[config.mk]
export PLATFORM = sky130hd
export DESIGN_NAME = serializer_flat
export DESIGN_NICKNAME = d
export VERILOG_FILES = /design/src/rtl/fsk_pkg.sv /design/src/rtl/serializer_if.sv /design/src/rtl/serializer_bit_timer.sv /design/src/rtl/serializer.sv /design/src/flat_wrapper.sv
export SDC_FILE = /design/constraint.sdc
export NUM_CORES = 1
export LEC_CHECK = 0
export CAP_MARGIN = 10
export CORE_ASPECT_RATIO = 0.75
export CORE_MARGIN = 5
export CORE_UTILIZATION = 42
export DETAILED_ROUTE_END_ITERATION = 10
export PLACE_DENSITY = 0.62
export SKIP_CTS_REPAIR_TIMING = 1
export SLEW_MARGIN = 20
export SYNTH_ARGS = -nofsm -noshare
export SYNTH_HDL_FRONTEND = slang
export SYNTH_SLANG_ARGS = --single-unit
[constraint.sdc]
create_clock -name sysclk -period 2 [get_ports sysclk]
set_input_delay 0.4 -clock sysclk [delete_from_list [all_inputs] [get_ports sysclk]]
set_output_delay 0.4 -clock sysclk [all_outputs]
set_load 0.005 [all_outputs]
[src/rtl/fsk_pkg.sv]
// Shared constants and state type for the FSK link framers.
package fsk_pkg;

    localparam int   BIT_CYCLES  = 16;
    localparam int   DATA_WIDTH  = 12;
    localparam int   FRAME_BITS  = 13;
    localparam logic IDLE_LEVEL  = 1'b1;
    localparam logic START_LEVEL = 1'b0;

    localparam int   CYC_W = $clog2(BIT_CYCLES);
    localparam int   BIT_W = $clog2(DATA_WIDTH);

    typedef enum logic [1:0] {
        IDLE  = 2'd0,
        START = 2'd1,
        DATA  = 2'd2
    } tx_state_t;

endpackage

[src/rtl/serializer_if.sv]
// Parallel-word valid/ready handshake into the serializer.
interface serializer_if;
    import fsk_pkg::*;

    logic [DATA_WIDTH-1:0] TX_Data;
    logic                  TX_Valid;
    logic                  TX_Ready;

    modport master (output TX_Data, output TX_Valid, input TX_Ready);
    modport slave  (input TX_Data, input TX_Valid, output TX_Ready);

endinterface

[src/rtl/serializer_bit_timer.sv]
// Per-bit cycle counter: ticks on the last cycle of each bit period.
module bit_timer #(
    parameter int CYCLES = 16,
    parameter int W      = 4
) (
    input  logic clk_i,
    input  logic rst_i,
    input  logic clear_i,
    input  logic en_i,
    output logic tick_o
);

    logic [W-1:0] cnt_q;
    logic [W-1:0] cnt_d;

    assign tick_o = (cnt_q == W'(CYCLES - 1));

    // Next count: held at zero while disabled or on a load, wraps on tick.
    always_comb begin
        cnt_d = cnt_q;
        if (clear_i || !en_i) begin
            cnt_d = '0;
        end else if (tick_o) begin
            cnt_d = '0;
        end else begin
            cnt_d = cnt_q + W'(1);
        end
    end

    // Counter register.
    always_ff @(posedge clk_i) begin
        if (rst_i) begin
            cnt_q <= '0;
        end else begin
            cnt_q <= cnt_d;
        end
    end

endmodule

[src/rtl/serializer.sv]
// Transmit framer: start bit (0) then DATA_WIDTH bits MSB first, gapless
// back-to-back frames via a one-word holding register.
module serializer
    import fsk_pkg::*;
(
    input  logic         sysclk,
    input  logic         reset,
    serializer_if.slave  tx,
    output logic         serial_out,
    output logic         TX_Status,
    output logic         frame_done
);

    tx_state_t             state_q, state_d;
    logic [DATA_WIDTH-1:0] shift_q, shift_d;
    logic [DATA_WIDTH-1:0] hold_data_q, hold_data_d;
    logic                  hold_valid_q, hold_valid_d;
    logic [BIT_W-1:0]      bit_cnt_q, bit_cnt_d;
    logic                  serial_q, serial_d;
    logic                  frame_done_q, frame_done_d;
    logic                  load_s;
    logic                  accept_s;
    logic                  tick_s;

    assign tx.TX_Ready = !hold_valid_q;
    assign accept_s    = tx.TX_Valid && !hold_valid_q;
    assign serial_out  = serial_q;
    assign frame_done  = frame_done_q;
    assign TX_Status   = (state_q != IDLE);

    bit_timer #(
        .CYCLES (BIT_CYCLES),
        .W      (CYC_W)
    ) u_bit_timer (
        .clk_i   (sysclk),
        .rst_i   (reset),
        .clear_i (load_s),
        .en_i    (state_q != IDLE),
        .tick_o  (tick_s)
    );

    // Frame sequencing, shifter and holding-register next state.
    always_comb begin
        state_d      = state_q;
        shift_d      = shift_q;
        hold_data_d  = hold_data_q;
        hold_valid_d = hold_valid_q;
        bit_cnt_d    = bit_cnt_q;
        serial_d     = serial_q;
        frame_done_d = 1'b0;
        load_s       = 1'b0;

        case (state_q)
            IDLE: begin
                serial_d = IDLE_LEVEL;
                if (hold_valid_q) begin
                    load_s   = 1'b1;
                    shift_d  = hold_data_q;
                    serial_d = START_LEVEL;
                    state_d  = START;
                end else begin
                    state_d  = IDLE;
                end
            end
            START: begin
                if (tick_s) begin
                    serial_d  = shift_q[DATA_WIDTH-1];
                    bit_cnt_d = '0;
                    state_d   = DATA;
                end else begin
                    state_d   = START;
                end
            end
            DATA: begin
                if (tick_s && (bit_cnt_q == BIT_W'(DATA_WIDTH - 1))) begin
                    frame_done_d = 1'b1;
                    if (hold_valid_q) begin
                        load_s   = 1'b1;
                        shift_d  = hold_data_q;
                        serial_d = START_LEVEL;
                        state_d  = START;
                    end else begin
                        serial_d = IDLE_LEVEL;
                        state_d  = IDLE;
                    end
                end else if (tick_s) begin
                    shift_d   = {shift_q[DATA_WIDTH-2:0], 1'b0};
                    serial_d  = shift_q[DATA_WIDTH-2];
                    bit_cnt_d = bit_cnt_q + BIT_W'(1);
                end else begin
                    state_d   = DATA;
                end
            end
            default: begin
                serial_d = IDLE_LEVEL;
                state_d  = IDLE;
            end
        endcase

        // A new accept wins over a same-edge reload of the holding register.
        if (accept_s) begin
            hold_data_d  = tx.TX_Data;
            hold_valid_d = 1'b1;
        end else if (load_s) begin
            hold_valid_d = 1'b0;
        end else begin
            hold_valid_d = hold_valid_q;
        end
    end

    // State and datapath registers.
    always_ff @(posedge sysclk) begin
        if (reset) begin
            state_q      <= IDLE;
            shift_q      <= '0;
            hold_data_q  <= '0;
            hold_valid_q <= 1'b0;
            bit_cnt_q    <= '0;
            serial_q     <= IDLE_LEVEL;
            frame_done_q <= 1'b0;
        end else begin
            state_q      <= state_d;
            shift_q      <= shift_d;
            hold_data_q  <= hold_data_d;
            hold_valid_q <= hold_valid_d;
            bit_cnt_q    <= bit_cnt_d;
            serial_q     <= serial_d;
            frame_done_q <= frame_done_d;
        end
    end

endmodule
[src/flat_wrapper.sv]
// flat-port wrapper written by rule: the top's interface ports become plain ports
module serializer_flat import fsk_pkg::*;
  (sysclk, reset, serial_out, TX_Status, frame_done, tx_TX_Data, tx_TX_Valid, tx_TX_Ready);
  serializer_if tx_i ();
  input  logic sysclk;
  input  logic reset;
  output logic serial_out;
  output logic TX_Status;
  output logic frame_done;
  input wire logic [$bits(tx_i.TX_Data)-1:0] tx_TX_Data;
  input wire logic [$bits(tx_i.TX_Valid)-1:0] tx_TX_Valid;
  output wire logic [$bits(tx_i.TX_Ready)-1:0] tx_TX_Ready;
  assign tx_i.TX_Data = tx_TX_Data;
  assign tx_i.TX_Valid = tx_TX_Valid;
  assign tx_TX_Ready = tx_i.TX_Ready;
  serializer u_core (.sysclk(sysclk), .reset(reset), .tx(tx_i), .serial_out(serial_out), .TX_Status(TX_Status), .frame_done(frame_done));
endmodule
==> flow_metrics.env <==
export IMPL_pre_cts_ws_ps=230
export IMPL_cp_required_ps=1600
export IMPL_postPlaceCellArea_um2=1910
export IMPL_yosysWarnings=0
export IMPL_grt_max_degree=17
export IMPL_vias=1391
export IMPL_slew_headroom_pct=68.1
export IMPL_ios=19
export IMPL_drive_gt1_share_pct=9.48
export IMPL_syn_area_um2=1640
export IMPL_switchingPower_uw=352
export IMPL_die_h_um=64.1
export IMPL_pwr_share_clk_pct=35.3
export IMPL_drv_slew=0
export IMPL_grt_pass1_vias=1278
export IMPL_crit_fanout=13
export IMPL_hpwl_um=2660
export IMPL_cts_htree_levels=2
export IMPL_fmax_ghz=0.534
export IMPL_intPower_mw=1.12
export IMPL_outcome="completed"
export IMPL_ir_drop_v=0.000392
export IMPL_drc=0
export IMPL_critPathLaunchType="register"
export IMPL_r2r_cells=6
export IMPL_synth_edff_count=0
export IMPL_setup_worst_path_end_class="output pin"
export IMPL_dr_pass1_iters=4
export IMPL_numCtsBuffers=5
export IMPL_whs_endpoint="u_core.hold_data_q[6]"
export IMPL_drt_initial_drc_count=80
export IMPL_tns_ps=0
export IMPL_finalHoldViolCount=0
export IMPL_port_buffers=18
export IMPL_crit_slowest_cell="dfxtp_1"
export IMPL_wl_per_cell_um=14.0
export IMPL_dieArea_um2=5270
export IMPL_skew_ps=2.41
export IMPL_path_cells="inv_1 -> clkdlybuf4s50_1"
export IMPL_arrival_ps=1470
export IMPL_power_per_cell_area_nw_per_um2=738
export IMPL_holdCritStartpoint="u_core.hold_data_q[6]"
export IMPL_post_route_util_pct=53.7
export IMPL_p_comb_share_pct=10.9
export IMPL_hp_class="register to register"
export IMPL_switching_share_pct=23.9
export IMPL_cts_sinks=37
export IMPL_n_fill_cell=354
export IMPL_synth_seq_cells=37
export IMPL_start_util_pct=44.2
export IMPL_final_cell_mix="36 x dfxtp_1, 31 x nand2_1, 23 x a21oi_1, 18 x clkdlybuf4s50_1, 11 x nor2_1"
export IMPL_rows=19
export IMPL_critical_path_class="register to output pin"
export IMPL_grt_overflow_total=0
export IMPL_cts_tree="yes"
export IMPL_clockRootBuffer="clkbuf_8"
export IMPL_antenna_found_initial=0
export IMPL_finalSetupViolCount=0
export IMPL_wl_um=3680
export IMPL_rr_startpoint="u_core.bit_cnt_q[0]"
export IMPL_avgSynthCellArea_um2=8.77
export IMPL_power_frac_seq_pct=53.8
export IMPL_die_w_um=82.2
export IMPL_ant_nets=0
export IMPL_nets=228
export IMPL_async_flop_share_pct=0
export IMPL_syn_inst=187
export IMPL_cpPeakStageDelay_ps=600
export IMPL_rrSetupSlack_ps=190
export IMPL_layout_commonest_cell="dfxtp_1"
export IMPL_seq_area_frac_synth_pct=45.2
export IMPL_layout_setup_ws_ps=126
export IMPL_p_leak_nw=0.835
export IMPL_syn_nets=204
export IMPL_grt_usage_pct=15.2
export IMPL_synth_ff_type="dfxtp_1"
export IMPL_min_path_cells=2
export IMPL_min_period_over_period_pct=93.7
export IMPL_diodes=0
export IMPL_cap_violations=0
export IMPL_yosysUniqueCellTypes=42
export IMPL_grt_pass1_wl_um=6100
export IMPL_gp_congestion=0.850
export IMPL_fin_area_um2=1990
export IMPL_reg2reg_to="u_core.shift_q[6]"
export IMPL_vias_per_cell=5.29
export IMPL_syn_to_final_growth_pct=21.5
export IMPL_rsz0062_at_grt="false"
export IMPL_clock_path_buffers=2
export IMPL_clkLatencyLatePin_ps=280
export IMPL_worst_pin_slew_ps=479
export IMPL_period_needed_ps=1870
export IMPL_clk_pin_slew_ps=70
export IMPL_design_core_area_um2=3710
[registers in the layout (all words and copies together) (netlist names)]
register / cells
u_core.hold_data_q: 12
u_core.hold_valid_q: 1
u_core.serial_out: 1
u_core.u_bit_timer.cnt_q: 4
u_core.shift_q: 12
u_core.frame_done: 1
u_core.state_q: 2
u_core.bit_cnt_q: 4
[power groups by stage]
stage / combinational (mW) / sequential, mW / clock, mW
detailed placement: 0.160 / 0.808 / 0
floorplan: 0.0979 / 0.795 / 0
finish: 0.160 / 0.792 / 0.519
CTS: 0.161 / 0.791 / 0.540
global route: 0.181 / 0.796 / 0.575
global placement: 0.157 / 0.807 / 0
[critical path, delay by kind of cell (launching register included)]
| kind | cells | cell delay (ps) |
|---|---|---|
| buffers and inverters | 2 | 590 |
| flip-flops | 1 | 600 |
[cells in the mapped netlist, drive strengths merged, types with 3 or more instances]
cell	instances	area, um2
a21oi	24	124
and2	9	56.3
and3	3	18.8
buf	5	28.8
clkbuf	5	18.8
dfxtp	37	741
inv	5	18.8
mux2i	9	90.1
nand2	31	116
nand3	3	20.0
nor2	11	41.3
o21ai	4	20.0
o2bb2ai	8	70.1
[metal layers]
| layer | GRT usage, % | part of all wire, % | up-vias |
|---|---|---|---|
| li1 | - | - | 706 |
| met1 | 21.4 | 50 | 649 |
| met2 | 20.9 | 44 | 31 |
| met3 | 4.92 | 4.8 | 5 |
| met4 | 6.64 | 1.0 | 0 |
| met5 | 0 | 0 | - |
[worst max path at each step]
stage,from,end,slack [ps],depth (start not counted)
2_1_floorplan,u_core.u_bit_timer.cnt_q[0],u_core.shift_q[2],520,6
3_3_place_gp,u_core.bit_cnt_q[0],u_core.shift_q[6],250,6
3_5_place_dp,u_core.bit_cnt_q[0],u_core.shift_q[6],230,6
4_1_cts,u_core.state_q[0],TX_Status,40,3
5_1_grt,u_core.hold_valid_q,tx_TX_Ready,8,2
6_report,u_core.hold_valid_q,tx_TX_Ready,130,2
[logic make-up (layout without fill, tap and decap cells)]
| group | count (synthesis) | after routing | share of synthesized area (%) |
|---|---|---|---|
| AOI/OAI and AO/OA | 49 | 49 | 19.6 |
| muxes | 9 | 9 | 5.49 |
| buffers and inverters | 15 | 39 | 4.04 |
| and+or+nand+nor | 72 | 72 | 22.6 |
| xor gates and xnor gates | 3 | 3 | 1.60 |
| DFF | 37 | 37 | 45.2 |
| adders and majority gates | 2 | 2 | 1.53 |
[cell type report]
| class | instances | area (um2) | area share, % |
|---|---|---|---|
| multi-input cells | 135 | 833 | 41.8 |
| flip-flops and latches | 37 | 742 | 37.2 |
| repair buffers | 27 | 248 | 12.4 |
| clock buffers | 7 | 86.3 | 4.33 |
| well taps | 52 | 65.1 | 3.26 |
| inverters | 5 | 18.8 | 0.942 |
[through the flow]
stage / instances / hold WS (ps) / power (mW)
2_1_floorplan: 187 / 418 / 0.893
6_report: 263 / 453 / 1.47
4_1_cts: 263 / 454 / 1.49
3_3_place_gp: 256 / 428 / 0.964
3_5_place_dp: 256 / 444 / 0.968
5_1_grt: 263 / 477 / 1.55
Power figures use the tool's default switching activity.
